`src/rtl/snow64_memory_access_read_queue.sv`:
```
// snow64_memory_access_read_queue
// Circular queue of up to DEPTH read requests. Requests are issued one at a
// time and in order to the memory bus guard. Each read's data comes back to
// the requester as a one-cycle valid pulse with the request's sequence tag.
//
// Ports:
//   clk, rst               clock, asynchronous active-high reset
//   in_req, in_addr        requester push strobe and aligned address
//   out_busy               queue full, pushes ignored
//   out_count              occupied entries
//   out_req_tag            tag assigned to a push made this cycle
//   out_valid/data/tag     returned read (one-cycle pulse)
//   to_mem_req/addr        command to the memory bus guard
//   from_mem_cmd_accepted  guard took the command
//   from_mem_valid/data    guard read data
module snow64_memory_access_read_queue #(
  parameter int unsigned DEPTH      = 4,
  parameter int unsigned ADDR_WIDTH = 64,
  parameter int unsigned DATA_WIDTH = 256,
  parameter int unsigned TAG_WIDTH  = $clog2(DEPTH)
) (
  input  logic                    clk,
  input  logic                    rst,
  input  logic                    in_req,
  input  logic [ADDR_WIDTH-1:0]   in_addr,
  output logic                    out_busy,
  output logic [$clog2(DEPTH):0]  out_count,
  output logic [TAG_WIDTH-1:0]    out_req_tag,
  output logic                    out_valid,
  output logic [DATA_WIDTH-1:0]   out_data,
  output logic [TAG_WIDTH-1:0]    out_tag,
  output logic                    to_mem_req,
  output logic [ADDR_WIDTH-1:0]   to_mem_addr,
  input  logic                    from_mem_cmd_accepted,
  input  logic                    from_mem_valid,
  input  logic [DATA_WIDTH-1:0]   from_mem_data
);

  localparam int unsigned PTR_WIDTH = $clog2(DEPTH);
  localparam int unsigned CNT_WIDTH = $clog2(DEPTH) + 1;

  typedef enum logic [1:0] {
    ST_IDLE        = 2'd0,
    ST_WAIT_ACCEPT = 2'd1,
    ST_WAIT_DATA   = 2'd2
  } state_t;

  state_t state;
  state_t state_nxt;

  logic [ADDR_WIDTH-1:0] addr_mem [DEPTH];
  logic [TAG_WIDTH-1:0]  tag_mem  [DEPTH];

  logic [PTR_WIDTH-1:0] wr_ptr;
  logic [PTR_WIDTH-1:0] rd_ptr;
  logic [CNT_WIDTH-1:0] count;
  logic [TAG_WIDTH-1:0] tag_ctr;

  logic push;
  logic pop;
  logic issue;

  // Full comes from the count register only, so a same-cycle pop never frees a slot.
  assign out_busy    = (count == CNT_WIDTH'(DEPTH));
  assign out_count   = count;
  assign out_req_tag = tag_ctr;
  assign push        = in_req && !out_busy;

  // Issue state register.
  always_ff @(posedge clk or posedge rst) begin
    if (rst) begin
      state <= ST_IDLE;
    end else begin
      state <= state_nxt;
    end
  end

  // Issue next-state: one command outstanding at a time, one idle cycle between.
  always_comb begin
    state_nxt = state;
    issue     = 1'b0;
    pop       = 1'b0;
    case (state)
      ST_IDLE: begin
        if (count != '0) begin
          state_nxt = ST_WAIT_ACCEPT;
          issue     = 1'b1;
        end
      end
      ST_WAIT_ACCEPT: begin
        if (from_mem_cmd_accepted) begin
          state_nxt = ST_WAIT_DATA;
        end
      end
      ST_WAIT_DATA: begin
        if (from_mem_valid) begin
          state_nxt = ST_IDLE;
          pop       = 1'b1;
        end
      end
      default: begin
        state_nxt = ST_IDLE;
      end
    endcase
  end

  // Entry storage; contents are only meaningful between push and pop.
  always_ff @(posedge clk) begin
    if (push) begin
      addr_mem[wr_ptr] <= in_addr;
      tag_mem[wr_ptr]  <= tag_ctr;
    end
  end

  // Pointers, occupancy and tag counter.
  always_ff @(posedge clk or posedge rst) begin
    if (rst) begin
      wr_ptr  <= '0;
      rd_ptr  <= '0;
      count   <= '0;
      tag_ctr <= '0;
    end else begin
      if (push) begin
        wr_ptr  <= wr_ptr + PTR_WIDTH'(1);
        tag_ctr <= tag_ctr + TAG_WIDTH'(1);
      end
      if (pop) begin
        rd_ptr <= rd_ptr + PTR_WIDTH'(1);
      end
      case ({push, pop})
        2'b10:   count <= count + CNT_WIDTH'(1);
        2'b01:   count <= count - CNT_WIDTH'(1);
        default: count <= count;
      endcase
    end
  end

  // Registered memory command and requester return.
  always_ff @(posedge clk or posedge rst) begin
    if (rst) begin
      to_mem_req  <= 1'b0;
      to_mem_addr <= '0;
      out_valid   <= 1'b0;
      out_data    <= '0;
      out_tag     <= '0;
    end else begin
      to_mem_req <= (state_nxt == ST_WAIT_ACCEPT);
      if (issue) begin
        to_mem_addr <= addr_mem[rd_ptr];
      end
      out_valid <= pop;
      if (pop) begin
        out_data <= from_mem_data;
        out_tag  <= tag_mem[rd_ptr];
      end
    end
  end

endmodule
```
`config.mk`:
```
export PLATFORM = sky130hd
export DESIGN_NAME = snow64_memory_access_read_queue
export DESIGN_NICKNAME = d
export VERILOG_FILES = /design/src/rtl/snow64_memory_access_read_queue.sv
export SDC_FILE = /design/constraint.sdc
export NUM_CORES = 1
export LEC_CHECK = 0
export ABC_CLOCK_PERIOD_IN_PS = 15500
export CORE_AREA = 2 2 255 257
export DETAILED_ROUTE_END_ITERATION = 8
export DIE_AREA = 0 0 257 259
export HOLD_SLACK_MARGIN = 0.12
export PLACE_DENSITY_LB_ADDON = 0.3
export RECOVER_POWER = 100
export SLEW_MARGIN = 25
export SYNTH_ARGS = -nofsm -noshare
export SYNTH_HDL_FRONTEND = slang
export SYNTH_SLANG_ARGS = --single-unit
```
`constraint.sdc`:
```
create_clock -name clk -period 15.5 [get_ports clk]
set_clock_uncertainty 0.2 [all_clocks]
set_input_delay 2.325 -clock clk [delete_from_list [all_inputs] [get_ports clk]]
set_output_delay 2.325 -clock clk [all_outputs]
set_load 0.005 [all_outputs]
```
# Word level (Yosys, flattened, before mapping)
# Memories as Yosys holds them, arrays and structs flattened. A register that Yosys moved wholly into a read port is not among the register bits.
# Cells that the tools add are included.
totals:
  register_bits: 269
  latchBits: 0
  ramBits: 264
  mem_bits_ro: 0
  input_bits: 325
  out_inout_bits: 330
  elab_cells: 37
  n_memories: 2
mem_list:
  columns: ["memory", "depth", "word_bits", "read_ports", "rd_clocked_by_memory_dff", "wr", "line", "source"]
  rows:
  - ["addr_mem", 4, 64, 1, 1, 1, "51", "logic [ADDR_WIDTH-1:0] addr_mem [DEPTH];"]
  - ["tag_mem", 4, 2, 1, 1, 1, "52", "logic [TAG_WIDTH-1:0] tag_mem [DEPTH];"]
op_classes:
  addsub: 5
  multipliers: 0
  div: 0
  order_cmp: 0
  eq_ne: 6
  n_shift: 0
  mux: 11
  bitwise_logic: 0
  n_reduce_logical: 5
op_table:
  columns: ["op", "count"]
  rows:
  - ["2-bit by 1-bit adder with 2-bit output, second input constant", 3]
  - ["2-bit by 1-bit equality test with 1-bit output, second input constant", 3]
  - ["1-bit 2-to-1 mux", 6]
  - ["2-bit 2-to-1 mux", 3]
  - ["2-bit one-hot mux with 3 select lines", 1]
  - ["3-bit one-hot mux with 2 select lines", 1]
  - ["2-bit equality test, second input constant", 2]
  - ["3-bit by 1-bit adder with 3-bit output, second input constant", 1]
  - ["3-bit equality test, second input constant", 1]
  - ["3-bit nonzero test", 1]
  - ["3-bit by 1-bit subtractor with 3-bit output, second input constant", 1]
  - ["2-bit logical NOT", 1]
  - ["2-bit nonzero test", 1]
  - ["1-bit logical AND", 1]
  - ["1-bit logical NOT", 1]

# Depth between registers and ports, before layout
# Gate-level depths: netlist of run 1.
logic_depth:
  depth_word: 5
  mapped_depth: 9
  depth_no_buf: 8

# Least setup slack after synthesis of run 1
# OpenSTA, ideal clock, no wires.
synth_path:
  path_type: "input-to-reg"
  startpoint: "input port in_req"
  endpoint: "memory addr_mem[0][0], enable pin"
  setup_time_ps: 432
  arrival_time_ps: 3915
  required_ps: 14868
  slack_ps: 10954
  cell_stages: 1
  n_path_buf: 0
  path_cell_list: "and3_1"
synth_via:
  elab_chain_len: 3
synth_rtl:
  columns: ["item", "line", "source"]
  rows:
  - ["from (decl)", "24", "input logic in_req,"]
  - ["1-bit logical AND", "67", "assign push = in_req && !out_busy;"]
  - ["1-bit 2-to-1 mux", "109", "if (push) begin"]
  - ["1-bit 2-to-1 mux (implied by the code)", "110", "addr_mem[wr_ptr] <= in_addr;"]
  - ["to (decl)", "51", null]
# Every way passes these cells.

==> results of run 1 <==
-- tightest hold or removal path, cell delays in order, from the launching register on --
cell     delay (ns)
dfrtp_1        0.33
nand2_1        0.05
nand2_1        0.06
-- area by class of cell --
| type | instances | area (µm²) |
|---|---|---|
| repair buffers | 670 | 6660 |
| clock inverters | 33 | 403 |
| inverters | 7 | 28.8 |
| clock buffers | 91 | 1890 |
| well taps | 855 | 1070 |
| fillers | 5528 | 32100 |
| multi-input cells | 937 | 5390 |
| flip-flops and latches | 599 | 16300 |
| diodes | 12 | 30.0 |
-- worst max-delay path by stage --
| stage | start | endpoint | slack, ns | depth (start not counted) |
|---|---|---|---|---|
| final | rst | out_req_tag[1]$_DFFE_PP0P_ | 6.48 | 3 |
| after global routing | rst | wr_ptr[0]$_DFFE_PP0P_ | 5.09 | 3 |
| after global placement | from_mem_valid | out_data[9]$_DFFE_PP0P_ | 9.36 | 7 |
| after detailed placement | from_mem_valid | out_data[230]$_DFFE_PP0P_ | 9.29 | 7 |
| after floorplan | rst | out_count[0]$_DFFE_PP0P_ | 3.69 | 1 |
| after CTS | from_mem_valid | out_data[49]$_DFFE_PP0P_ | 9.89 | 7 |
-- cell families (layout without fill, tap and decap cells) --
| group | count (synthesis) | after routing | share of synthesized area (%) |
|---|---|---|---|
| and+or+nand+nor | 788 | 788 | 13.5 |
| DFF | 599 | 599 | 73.7 |
| muxes | 132 | 132 | 10.1 |
| buffers and inverters | 86 | 801 | 1.92 |
| xor gates and xnor gates | 8 | 8 | 0.317 |
| adders and majority gates | 6 | 6 | 0.373 |
| AOI/OAI and AO/OA | 3 | 3 | 0.0735 |
| other | 0 | 12 | 0 |
-- synthesized netlist by cell type --
cell type / instances
buf_8: 1
xnor2_1: 7
inv_1: 6
nor3_1: 1
or3_1: 1
buf_12: 2
nand3b_1: 1
o22ai_1: 1
mux4_2: 66
buf_4: 4
dfrtp_1: 335
edfxtp_1: 264
and3_1: 4
xor2_1: 1
buf_1: 6
nor2_1: 1
buf_6: 1
mux2_1: 23
inv_2: 1
nand2_1: 775
o21ai_0: 2
ha_1: 5
nand2b_1: 2
or3b_1: 1
and2_1: 1
fa_1: 1
mux2_2: 43
nand3_1: 1
clkbuf_1: 36
buf_2: 29
-- routing by layer --
metal	share of wire [%]	routed length, µm	up-vias	global-route usage (%)
li1	-	-	6779	-
met1	37	28500	7525	26.0
met2	50	38700	571	38.3
met3	8.3	6450	201	9.20
met4	4.7	3620	46	10.7
met5	0.43	331	-	0
-- through the flow --
stage | cell area, µm² | hold slack, ns | utilization [%] | instances
detailed placement | 29500 | 0.261 | 46.2 | 3066
global placement | 29500 | 0.257 | 46.2 | 3066
floorplan | 22100 | 0.253 | - | 1622
global route | 31800 | 0.283 | 49.7 | 3200
finish | 31800 | 0.266 | 49.7 | 3204
CTS | 31800 | 0.277 | 49.8 | 3190
-- registers in the layout, summed over array words and instances (netlist names) --
| name | count |
|---|---|
| tag_mem | 8 |
| addr_mem | 256 |
| to_mem_req | 1 |
| out_valid | 1 |
| state | 2 |
| out_req_tag | 2 |
| rd_ptr | 2 |
| out_data | 256 |
| wr_ptr | 2 |
| out_count | 3 |
| out_tag | 2 |
| to_mem_addr | 64 |
-- power by group through the flow --
| stage | combinational (mW) | clock [mW] | sequential (mW) |
|---|---|---|---|
| 2_1_floorplan | 0.907 | 0 | 2.52 |
| 3_3_place_gp | 2.18 | 0 | 2.55 |
| 3_5_place_dp | 2.21 | 0 | 2.57 |
| 4_1_cts | 2.22 | 1.67 | 2.55 |
| 5_1_grt | 2.22 | 1.73 | 2.60 |
| 6_report | 2.05 | 1.63 | 2.53 |
==> qor.yml, run 1 <==
outcome:
  status: "finished, violations left"
  violations: "capacitance limit, slew limit"
power_and_ir_drop:
  peakVddDrop_uv: 135
  p_switching_mw: 1.93
  seq_power_share_pct: 40.8
  p_comb_share_pct: 32.9
  power.internal_mw: 4.28
  switching_share_pct: 31.1
  p_leak_nw: 13.7
  p_total_mw: 6.21
  power.density_nw_per_um2: 195
  pwr-share-clk_pct: 26.3
drt:
  drt_first_pass_iters: 5
  wl_per_cell_um: 24.2
  viasPerCell: 4.72
  drt_iter0_markers: 973
  vias: 15100
  ant_nets: 0
  drc_errors: 0
  wirelength_um: 77600
synthesis:
  syn_nets: 1953
  seq_area_frac_synth_pct: 73.7
  synth.top_cell.area_share_pct: 37.9
  synthTopCellsByArea: "dfrtp_1, edfxtp_1, nand2_1"
  postSynthAreaPerCell_um2: 13.6
  syn_inst: 1622
  syn_area_um2: 22100
  ys_types: 30
  synth_top_area_cell: "dfrtp_1"
  yosys_warnings: 0
  ys_ff_latch: 599
clock_network:
  cts_sinks: 599
  cts_setup_buffers: 0
  cts_tree: "done"
  clk_latency_ns: 0.60
  h-tree-depth: 3
  clk_pin_slew_worst_paths_ns: 0.06
  clockRootBuffer: "clkbuf_16"
  cts_buffers: 67
  cts_buffer_depth: 3
  ctsResizeCount: 0
  cts_hold_buf: 0
floorplan:
  start_util_pct: 34.6
  die_area_um2: 66600
  core_area_um2: 63900
  row_count: 93
  die_w_um: 257
  die_height_um: 259
  ios: 655
cells_and_area:
  final_cell_mix: "nand2_1, dlygate4sd3_1, dfrtp_1"
  drive_gt1_share_pct: 9.54
  final_common_cell: "nand2_1"
  fin_nets: 2613
  area.growth.synth_to_final_pct: 43.6
worst_hold_path:
  hp-start: "out_data[55]$_DFFE_PP0P_"
  whs_path_depth: 2
  min_path_type: "register to register"
  worst_hold_path.endpoint: "out_data[55]$_DFFE_PP0P_"
sta:
  slew_violations: 834
  worst_slack_ns: 6.48
  final-hold-violation-count: 0
  max_freq_ghz: 0.111
  period_share_pct: 58.2
  max-slew-margin-rel_pct: -291
  worstMarginPinSlew_ns: 5.83
  fin_crit_ns: 9.02
  setup_violations: 0
  rsz0062_at_grt: "no"
  final.setup.tns_ns: 0
place:
  port_buffers: 654
  hpwl_um: 55900
  dp_slack_ns: 9.29
  gp_congestion: 1.04
grt:
  grt_antenna_before_repair: 43
  grt_pass1_wl_um: 110000
  overflow: 0
  grt_max_degree: 165
  first_global_vias: 15300
  grt_usage_pct: 23.0
worst_setup_path:
  reg2reg_depth: 6
  cp.buffers_inverters: 3
  cp_slowest_cell: "clkinvlp_2"
  rrSetupSlack_ns: 8.38
  cp.arrival_ns: 8.78
  critPathTopFamily: "buffers and inverters"
  rr_startpoint: "state[0]$_DFF_PP0_"
  crit_path_end_kind: "async pin"
  cp-start-kind: "input port"
  cp.required_ns: 15.26
  crit_type: "input port to async pin"
  worstReg2RegEnd: "out_data[128]$_DFFE_PP0P_"
  path_cells: "dlygate4sd3_1 -> clkinvlp_2 -> clkbuf_1"
  cpPeakStageDelay_ns: 3.23
  worstPathMaxFanout: 120
job:
  maxCapViolCount: 14
Note: power is estimated with default switching activity, not from simulation.
==> inputs of run 2 (changes only) <==
- ABC_CLOCK_PERIOD_IN_PS: 15500 -> 8700
- clock period: 15.5 -> 8.7 ns (I/O delays scaled with it)
==> qor.yml, run 2 (synthesis gave the netlist of run 1 again) <==
sta:
  setup_violations: 0
  max-slew-margin-rel_pct: -177
  worst_slack_ns: 2.81
  rsz0062_at_grt: "no"
  max_freq_ghz: 0.170
  period_share_pct: 67.7
  fin_crit_ns: 5.89
  final-hold-violation-count: 0
  final.setup.tns_ns: 0
  worstMarginPinSlew_ns: 4.15
  slew_violations: 592
worst_hold_path:
  min_path_type: "register to register"
  hp-start: "out_data[202]$_DFFE_PP0P_"
drt:
  top_layer: "met5"
  wl_per_cell_um: 23.8
  drc_errors: 0
  dr_wl_met3_um: 7170
  route.met2.wl_um: 36000
  drt_iter0_markers: 1032
  viasPerCell: 4.67
  drt_first_pass_iters: 4
  ant_nets: 0
  vias: 15000
  wirelength_um: 76300
  met1Wirelength_um: 28300
worst_setup_path:
  cp-start-kind: "input port"
  rrSetupSlack_ns: 3.54
  cp.arrival_ns: 6.20
  rr_startpoint: "out_count[0]$_DFFE_PP0P_"
  startpoint: "from_mem_valid"
  crit_path_end_kind: "register"
  crit_type: "input port to register"
  cp.required_ns: 9.01
  worstPathMaxFanout: 167
floorplan:
  die_w_um: 257
  die_area_um2: 66600
  ios: 655
  row_count: 93
  start_util_pct: 34.6
  die_height_um: 259
  core_area_um2: 63900
power_and_ir_drop:
  peakVddDrop_uv: 247
  p_switching_mw: 3.43
  power.internal_mw: 7.45
  power.density_nw_per_um2: 344
  switching_share_pct: 31.5
  seq_power_share_pct: 41.3
  p_comb_share_pct: 33.9
  pwr-share-clk_pct: 24.8
  p_leak_nw: 13.6
place:
  port_buffers: 654
  hpwl_um: 54600
  dp_slack_ns: 4.53
  gp_congestion: 0.960
clock_network:
  clk_latency_ns: 0.59
  cts_buffer_depth: 3
  clockRootBuffer: "clkbuf_16"
  cts_setup_buffers: 0
  cts_buffers: 67
  cts_sinks: 599
  ctsResizeCount: 0
  h-tree-depth: 3
  clk_pin_slew_worst_paths_ns: 0.05
  cts_tree: "done"
  cts_hold_buf: 0
job:
  maxCapViolCount: 10
grt:
  grt_pass1_wl_um: 110000
  grt_antenna_before_repair: 41
  first_global_vias: 15500
  grt_usage_pct: 22.8
  overflow: 0
  grt_max_degree: 168
cells_and_area:
  fin_nets: 2613
  largestRegisters: "addr_mem: 256 flops, out_data: 256 flops, to_mem_addr: 64 flops"
  drive_gt1_share_pct: 9.18
  area.growth.synth_to_final_pct: 42.7
  final_cell_mix: "nand2_1, dlygate4sd3_1, dfrtp_1"
  final_common_cell: "nand2_1"
outcome:
  status: "finished, violations left"
  violations: "capacitance limit, slew limit"
-- run 2: metrics by stage --
step           power, mW  cells  utilization [%]  instance area, µm²  hold WS (ns)
2_1_floorplan       6.10   1622                -               22100         0.253
3_3_place_gp        8.48   3068             46.2               29500         0.256
3_5_place_dp        8.56   3068             46.2               29500         0.261
4_1_cts             11.3   3185             49.5               31600         0.275
5_1_grt             11.5   3190             49.4               31500         0.285
6_report            10.9   3203             49.4               31600         0.263
-- run 2: final cells by class --
type / count / area (µm²)
fillers: 5501 / 32300
flip-flops and latches: 599 / 16300
repair buffers: 670 / 6650
multi-input cells: 937 / 5390
clock buffers: 96 / 1890
well taps: 855 / 1070
clock inverters: 21 / 185
diodes: 18 / 45.0
inverters: 7 / 35.0
-- run 2: worst paths after layout --
| kind | end | depth (start not counted) |
|---|---|---|
| setup / recovery | out_data[120]$_DFFE_PP0P_ | 6 |
| hold / removal | out_data[202]$_DFFE_PP0P_ | 2 |
| setup reg to reg | to_mem_addr[8]$_DFFE_PP0P_ | 5 |
| hold reg to reg | out_data[202]$_DFFE_PP0P_ | 2 |
| max in group asynchronous | out_data[180]$_DFFE_PP0P_ | 4 |
| min in group asynchronous | to_mem_addr[3]$_DFFE_PP0P_ | 2 |
-- run 2: power groups by stage --
stage               registers, mW  clock network [mW]  logic, mW
floorplan                    4.49                   0       1.62
global placement             4.52                   0       3.97
detailed placement           4.56                   0       4.00
CTS                          4.52                2.78       4.03
global route                 4.61                2.89       3.98
finish                       4.49                2.70       3.68
-- run 2: routing by layer --
metal | vias to the layer above | global-route usage [%]
met4 | 40 | 12.8
met1 | 7385 | 25.7
met3 | 182 | 9.70
met5 | - | 0.783
met2 | 556 | 36.3
li1 | 6788 | -
-- run 2: worst max-delay path: stages --
cell	delay (ns)
dlygate4sd3_1	0.56
nand3b_1	0.23
clkbuf_2	2.59
buf_4	1.09
nand2_1	0.14
nand2_1	0.11
